$ cat src/rtl/seg7_pkg.sv
// Shared seven-segment constants for the scan driver and its decoder.
// Segment order is {a,b,c,d,e,f,g}, a in the MSB, logical polarity (1 = lit).
package seg7_pkg;

    localparam logic [6:0] SEG7_DIGIT [0:9] = '{
        7'b1111110,  // 0
        7'b0110000,  // 1
        7'b1101101,  // 2
        7'b1111001,  // 3
        7'b0110011,  // 4
        7'b1011011,  // 5
        7'b1011111,  // 6
        7'b1110000,  // 7
        7'b1111111,  // 8
        7'b1111011   // 9
    };

    localparam logic [6:0] SEG7_BLANK = 7'b0000000;
    localparam logic [6:0] SEG7_ALL   = 7'b1111111;

    // Largest digit count the scan driver supports.
    localparam int SEG7_MAX_DIGITS = 8;

endpackage

$ cat src/rtl/bcd_to_seg7.sv
// Combinational BCD to seven-segment decoder; codes 10..15 decode to blank.
module bcd_to_seg7
    import seg7_pkg::*;
(
    input  logic [3:0] code,
    output logic [6:0] seg
);

    // Table lookup over the valid BCD codes, blank otherwise.
    always_comb begin
        seg = SEG7_BLANK;
        for (int unsigned i = 0; i < 10; i++) begin
            if (code == 4'(i)) begin
                seg = SEG7_DIGIT[i];
            end
        end
    end

endmodule

$ cat src/rtl/bcd_7seg_scan_driver.sv
// Multiplexed N-digit BCD to seven-segment scan driver with input latch,
// lamp test, blanking and selectable pin polarity.
// Optional leading-zero blanking is enabled by defining SEG7_LZB_EN.
module bcd_7seg_scan_driver
    import seg7_pkg::*;
#(
    parameter int N_DIGITS       = 4,
    parameter int REFRESH_DIV    = 50000,
    parameter int SEG_ACTIVE_LOW = 0,
    parameter int AN_ACTIVE_LOW  = 1
) (
    input  logic                  clk,
    input  logic                  rst,
    input  logic [4*N_DIGITS-1:0] bcd,
    input  logic                  load,
    input  logic                  lt,
    input  logic                  bl,
    output logic [6:0]            seg,
    output logic [N_DIGITS-1:0]   an,
    output logic                  frame_tick
);

    localparam int DIV_W = (REFRESH_DIV > 1) ? $clog2(REFRESH_DIV) : 1;
    localparam int IDX_W = (N_DIGITS > 1) ? $clog2(N_DIGITS) : 1;
    localparam logic [DIV_W-1:0] DIV_LAST = DIV_W'(REFRESH_DIV - 1);
    localparam logic [IDX_W-1:0] IDX_LAST = IDX_W'(N_DIGITS - 1);

    logic [N_DIGITS-1:0][3:0] digit_q;
    logic [DIV_W-1:0]         div;
    logic [IDX_W-1:0]         idx;
    logic                     tc;
    logic [3:0]               cur_digit;
    logic [6:0]               dec_seg;
    logic                     cur_blank;
    logic [6:0]               seg_d;
    logic [N_DIGITS-1:0]      an_d;
    logic [6:0]               seg_q;
    logic [N_DIGITS-1:0]      an_q;
    logic                     frame_q;

    // Input latch: capture the packed BCD word on load, hold otherwise.
    always_ff @(posedge clk) begin
        if (rst) begin
            digit_q <= '0;
        end else if (load) begin
            digit_q <= bcd;
        end
    end

    assign tc = (div == DIV_LAST);

    // Refresh divider and scan index; the index steps once per terminal count.
    always_ff @(posedge clk) begin
        if (rst) begin
            div <= '0;
            idx <= '0;
        end else if (tc) begin
            div <= '0;
            idx <= (idx == IDX_LAST) ? '0 : idx + 1'b1;
        end else begin
            div <= div + 1'b1;
        end
    end

    // Select the active digit and build its one-hot enable.
    always_comb begin
        cur_digit = '0;
        an_d      = '0;
        for (int unsigned k = 0; k < N_DIGITS; k++) begin
            if (idx == IDX_W'(k)) begin
                cur_digit = digit_q[k];
                an_d[k]   = 1'b1;
            end
        end
    end

    bcd_to_seg7 u_dec (
        .code (cur_digit),
        .seg  (dec_seg)
    );

`ifdef SEG7_LZB_EN
    logic [N_DIGITS-1:0] lz_mask;
    logic                higher_nz;

    // Leading-zero mask: a digit is dark when it and every digit above it are
    // zero; digit 0 always shows. Any nonzero code, valid or not, stops blanking.
    always_comb begin
        lz_mask   = '0;
        higher_nz = 1'b0;
        cur_blank = bl;
        for (int unsigned j = 1; j < N_DIGITS; j++) begin
            higher_nz                = higher_nz | (digit_q[N_DIGITS-j] != 4'd0);
            lz_mask[N_DIGITS-j]      = ~higher_nz;
        end
        for (int unsigned k = 0; k < N_DIGITS; k++) begin
            if (idx == IDX_W'(k) && lz_mask[k]) begin
                cur_blank = 1'b1;
            end
        end
    end
`else
    assign cur_blank = bl;
`endif

    // Segment priority: lamp test, then blanking, then the decoded digit.
    always_comb begin
        seg_d = dec_seg;
        if (lt) begin
            seg_d = SEG7_ALL;
        end else if (cur_blank) begin
            seg_d = SEG7_BLANK;
        end
    end

    // Output stage: seg and an update together so digits never ghost.
    always_ff @(posedge clk) begin
        if (rst) begin
            seg_q   <= SEG7_BLANK;
            an_q    <= '0;
            frame_q <= 1'b0;
        end else begin
            seg_q   <= seg_d;
            an_q    <= an_d;
            frame_q <= tc && (idx == IDX_LAST);
        end
    end

    assign seg        = (SEG_ACTIVE_LOW != 0) ? ~seg_q : seg_q;
    assign an         = (AN_ACTIVE_LOW != 0) ? ~an_q : an_q;
    assign frame_tick = frame_q;

endmodule

$ cat config.mk
export PLATFORM = sky130hd
export DESIGN_NAME = bcd_7seg_scan_driver
export DESIGN_NICKNAME = d
export VERILOG_FILES = /design/src/rtl/seg7_pkg.sv /design/src/rtl/bcd_to_seg7.sv /design/src/rtl/bcd_7seg_scan_driver.sv
export SDC_FILE = /design/constraint.sdc
export NUM_CORES = 1
export LEC_CHECK = 0
export BUFFER_PORTS_ARGS = -buffer_cell sky130_fd_sc_hd__buf_4
export CAP_MARGIN = 40
export CORE_MARGIN = 2
export CORE_UTILIZATION = 42
export DETAILED_ROUTE_END_ITERATION = 10
export GPL_TIMING_DRIVEN = 0
export SETUP_SLACK_MARGIN = 0.2
export SLEW_MARGIN = 20
export SYNTH_ARGS = -nofsm -noshare
export SYNTH_HDL_FRONTEND = slang
export SYNTH_SLANG_ARGS = --single-unit
$ cat constraint.sdc
create_clock -name clk -period 3.2 [get_ports clk]
set_input_delay 0.16 -clock clk [delete_from_list [all_inputs] [get_ports clk]]
set_output_delay 0.16 -clock clk [all_outputs]
set_load 0.005 [all_outputs]
[Yosys cells after proc, flatten, opt, wreduce, memory -nomap -nowiden]
Cells that the tools add are included.
Storage, ports and cells
  bits in registers: 46
  output and inout bits: 12
Operators by class
  add/sub/neg operators: 2
  equality and inequality tests: 13
  mux-type cells: 21
  bitwise logic cells: 1
  reductions and logical operators: 4
Operator list (count)
  $mux W7: 12
  $add A16 B1 Y16 const B: 1
  $eq A16 B16 Y1 const B: 1
  $eq A4 B3 Y1 const B: 4
  $mux W4: 4
  $eq A4 B2 Y1 const B: 2
  $eq A4 B4 Y1 const B: 2
  $eq A2 B2 Y1 const B: 2
  $eq A4 B1 Y1 const B: 1
  $logic_not A4 Y1: 1
  $mux W1: 4
  $not A4 Y4: 1
  $add A2 B1 Y2 const B: 1
  $eq A2 B1 Y1 const B: 1
  $logic_not A2 Y1: 1
  $mux W2: 1
  $reduce_or A2 Y1: 1
  $logic_and A1 B1 Y1: 1

[Depth between registers and ports, before layout]
  word-level depth: 18
  gate-level depth with buffers: 7

[By module]
A second synthesis with hierarchy kept.
Unflattened totals
  cells, all modules: 236
  area total of the unflattened synthesis: 2068.2 um^2
Modules (own cells, without submodules)
  bcd_7seg_scan_driver: instances 1, cells an instance 212, area an instance 1895.6 um^2, sequential area each 920.9 um^2
  bcd_to_seg7: instances 1, cells an instance 24, area an instance 172.7 um^2, sequential area each 0.0 um^2

[Least setup slack after synthesis]
No wires, ideal clock.
  kind: register to register
  from: reg idx[0]
  to: reg seg_q[3] (netlist: seg[3])
  library setup time: 123 ps
  arrival: 1608 ps
  slack: 1469 ps
  cell stages (with the launch flop): 8
  path buffers: 0
  cells stage by stage: dfxtp_1 > inv_1 > ha_1 > a211oi_1 > a221o_1 > nand3_1 > a21oi_1 > o21ai_1
On the way
  cells in the longest elaborated chain, start to end: 18
Ends and longest elaborated chain
  start: declaration: line bcd_7seg_scan_driver.sv:30  | logic [IDX_W-1:0] idx;
  start signal: assignment: line bcd_7seg_scan_driver.sv:59  | idx <= (idx == IDX_LAST) ? '0 : idx + 1'b1;
  $logic_not A2 Y1: line bcd_7seg_scan_driver.sv:70  | if (idx == IDX_W'(k)) begin
  $mux W4 (3 in a row): line bcd_7seg_scan_driver.sv:70
  $mux W4 (*): line bcd_7seg_scan_driver.sv:70
  $logic_not A4 Y1: line bcd_to_seg7.sv:13  | if (code == 4'(i)) begin
  $mux W7 (9 in a row): line bcd_to_seg7.sv:13
  $mux W7 (*): line bcd_to_seg7.sv:13
  $mux W7 (*): line bcd_7seg_scan_driver.sv:111  | end else if (cur_blank) begin
  $mux W7 (*): line bcd_7seg_scan_driver.sv:109  | if (lt) begin
  end signal: assignment: line bcd_7seg_scan_driver.sv:123  | seg_q <= seg_d;
  end: declaration: line bcd_7seg_scan_driver.sv:37  | logic [6:0] seg_q;
Every way passes the cells marked *; elsewhere a longest branch is shown, timed or not.
A chain may end at the register's enable or synchronous reset.

[Worst setup path in the final report]
  from: reg idx[1]
  to: reg seg_q[3] (netlist: seg[3])
Same word-level chain as after synthesis.

==> flow_summary.toml <==
[cells_and_area]
fin_nets = 286
areaGrowthSynthToFinish_pct = 20.2
drive_gt1_share_pct = 19.2
antennaDiodeCount = 0

[timing]
clock_skew_ns = 0.00819
max_freq_mhz = 499
rsz0062_at_grt = "no"
post-route-min-period_ns = 2.00
slew_headroom_pct = 66.6
fin_crit_sh_pct = 62.6
finalSetupViolations = 0
final_hold_viol_count = 0
tns_ns = 0
final_max_slew_viol_count = 0
holdWs_ns = 0.0887
worst_pin_slew_ns = 0.502

[routing]
antenna_left = 0
wl_per_cell_um = 11.8
drc = 0
drtIter0Drc = 83
route.vias.total = 1608
vias_per_cell = 4.90
first_pass_iters = 4
wirelength_um = 3880

[critical_path]
endpoint_kind = "flip-flop"
r2r_end = "seg[3]$_SDFF_PP0_"
path_max_fanout = 10
reg2regPathDepth = 7
r2r_slack_ns = 1.20
start_kind = "flip-flop"
r2r_start = "idx[1]$_SDFFE_PP0N_"
cp.arrival_ns = 2.18
cp.required_ns = 3.38
crit_type = "flip-flop to flip-flop"

[run]
maxCapViolations = 0

[global_route]
grt_max_degree = 15
grtUsageTotal_pct = 15.3
grt_pass1_vias = 1356
grt_pass1_wl_um = 6440
grt_overflow = 0
antenna_found_initial = 0

[die]
die_w_um = 74.2
fp.coreArea_um2 = 4750
initial_utilization_pct = 43.6
ios = 33
die_y_um = 74.2
placementRows = 25
dieArea_um2 = 5510

[cts]
cts_buffers = 5
clockRootBuffer = "clkbuf_8"
htreeDepth = 2
ctsResizeCount = 0
worst_skew_pair.late_latency_ns = 0.30
clock_sinks = 46
path_clk_slew_ns = 0.09
cts_setup_buffers = 0
holdBufCountCts = 0
ctsLongestPathBuffers = 2
cts_tree = "yes"

[synthesis]
yosysUniqueCellTypes = 43
yosys_warnings = 0
syn_nets = 249
syn_inst = 223
synthesis.area_um2 = 2070
synth-main-ff-cell = "dfxtp_1"
synth-edff-count = 0
synth-seq-cells = 46
ys_seq_area_share_pct = 44.4
synth.avg_cell_area_um2 = 9.29
synthArstFlopShare_pct = 0

[run_status]
status = "completed"

[hold_path]
min_path_cells = 3
worst_hold_path_type = "input port to flip-flop"
worstHoldStart = "bcd[0]"
holdPathEnd = "digit_q[0]$_SDFFE_PP0P_"

[power]
power_density_nw_per_um2 = 462
p_leak_nw = 1.01
peakVddDrop_mv = 0.237

[placement]
port_buffers = 30
dp_hpwl_um = 2900
gp_congestion = 0.795
==> metal layers <==
metal	vias to the layer above	global-route usage [%]	share of wire [%]
li1	838	-	-
met1	730	23.9	53
met2	32	20.7	41
met5	-	0	0
met4	0	5.95	1.9
met3	8	2.85	3.7
==> worst max-delay path by stage <==
stage,start,to
floorplan,idx[0]$_SDFFE_PP0N_,seg[3]$_SDFF_PP0_
global placement,idx[1]$_SDFFE_PP0N_,seg[3]$_SDFF_PP0_
detailed placement,idx[1]$_SDFFE_PP0N_,seg[0]$_SDFF_PP0_
CTS,idx[1]$_SDFFE_PP0N_,seg[0]$_SDFF_PP0_
global route,idx[0]$_SDFFE_PP0N_,seg[3]$_SDFF_PP0_
finish,idx[1]$_SDFFE_PP0N_,seg[3]$_SDFF_PP0_
==> state kept, by name (all words and copies together), names as in the netlist <==
name and flops:
an_q 4, digit_q 16, div 16, seg 7
idx 2, frame_tick 1
==> Yosys cell counts (2+ instances only) <==
| cell | count | area (µm²) |
|---|---|---|
| a211oi_1 | 2 | 15.0 |
| nor2_1 | 41 | 154 |
| inv_1 | 13 | 48.8 |
| nand3_1 | 8 | 40.0 |
| nand3b_1 | 4 | 30.0 |
| nand2b_1 | 2 | 12.5 |
| xor2_1 | 6 | 52.6 |
| nor3b_1 | 4 | 30.0 |
| o21ai_1 | 3 | 15.0 |
| nand2_1 | 8 | 30.0 |
| a21oi_1 | 9 | 45.0 |
| or3_1 | 2 | 12.5 |
| and3_1 | 2 | 12.5 |
| xnor2_1 | 9 | 78.8 |
| buf_2 | 2 | 10.0 |
| o21a_1 | 2 | 15.0 |
| nor2b_1 | 7 | 43.8 |
| dfxtp_1 | 46 | 921 |
| ha_1 | 5 | 62.6 |
| clkbuf_1 | 4 | 15.0 |
| nand4_1 | 4 | 25.0 |
| mux2i_1 | 17 | 170 |
| o21ai_0 | 3 | 15.0 |
==> cell usage in the layout, fill, tap and decap left out, types with 3 or more instances in the layout <==
master,Yosys,final
dfxtp_1,46,46
nor2_1,41,41
buf_4,1,31
mux2i_1,17,17
inv_1,13,13
xnor2_1,9,9
a21oi_1,9,9
nand2_1,8,8
nand3_1,8,8
nor2b_1,7,7
xor2_1,6,6
clkbuf_1,4,5
ha_1,5,5
clkbuf_8,0,5
nor3b_1,4,4
nand4_1,4,4
nand3b_1,4,4
o21ai_1,3,3
o21ai_0,3,3
==> worst max-delay path: stages (launching register included) <==
cell and delay [ns]:
dfxtp_1 0.38, inv_1 0.07, ha_1 0.28, nand3b_1 0.24, a221oi_4 0.49, nand3_1 0.18, a21oi_1 0.16, o21ai_1 0.08
==> metrics by stage <==
stage / total power [mW] / setup WS [ns] / instances / util (%) / cell area (µm²)
CTS: 1.16 / 1.21 / 328 / 52.4 / 2490
finish: 1.15 / 1.20 / 328 / 52.4 / 2490
global placement: 0.735 / 1.24 / 320 / 50.1 / 2380
global route: 1.20 / 0.928 / 328 / 52.4 / 2490
detailed placement: 0.737 / 1.23 / 320 / 50.1 / 2380
floorplan: 0.690 / 1.47 / 223 / - / 2070
==> kinds of logic (layout without fill, tap and decap cells) <==
group,count (synthesis),in the layout,synth area share (%)
AO/OA/AOI/OAI,31,31,12.2
XOR/XNOR,15,15,6.34
adder cells (fa/ha/maj),5,5,3.02
buffers and inverters,21,59,4.47
flip-flops,46,46,44.4
multiplexers,17,17,8.21
AND/OR/NAND/NOR,88,88,21.3
==> layout make-up <==
class	count	area, µm²
plain buffers	8	43.8
clock inverters	2	37.5
clock buffers	6	72.6
multi-input cells	156	1060
well taps	67	83.8
inverters	13	48.8
fillers	483	2260
repair buffers	30	225
flip-flops and latches	46	921
==> where the power goes <==
group | switching, mW | internal [mW] | total [mW]
Clock | 0.195 | 0.233 | 0.428
Combinational | 0.0548 | 0.0596 | 0.114
Sequential | 0.0121 | 0.596 | 0.608
Note: power is estimated with default switching activity, not from simulation.
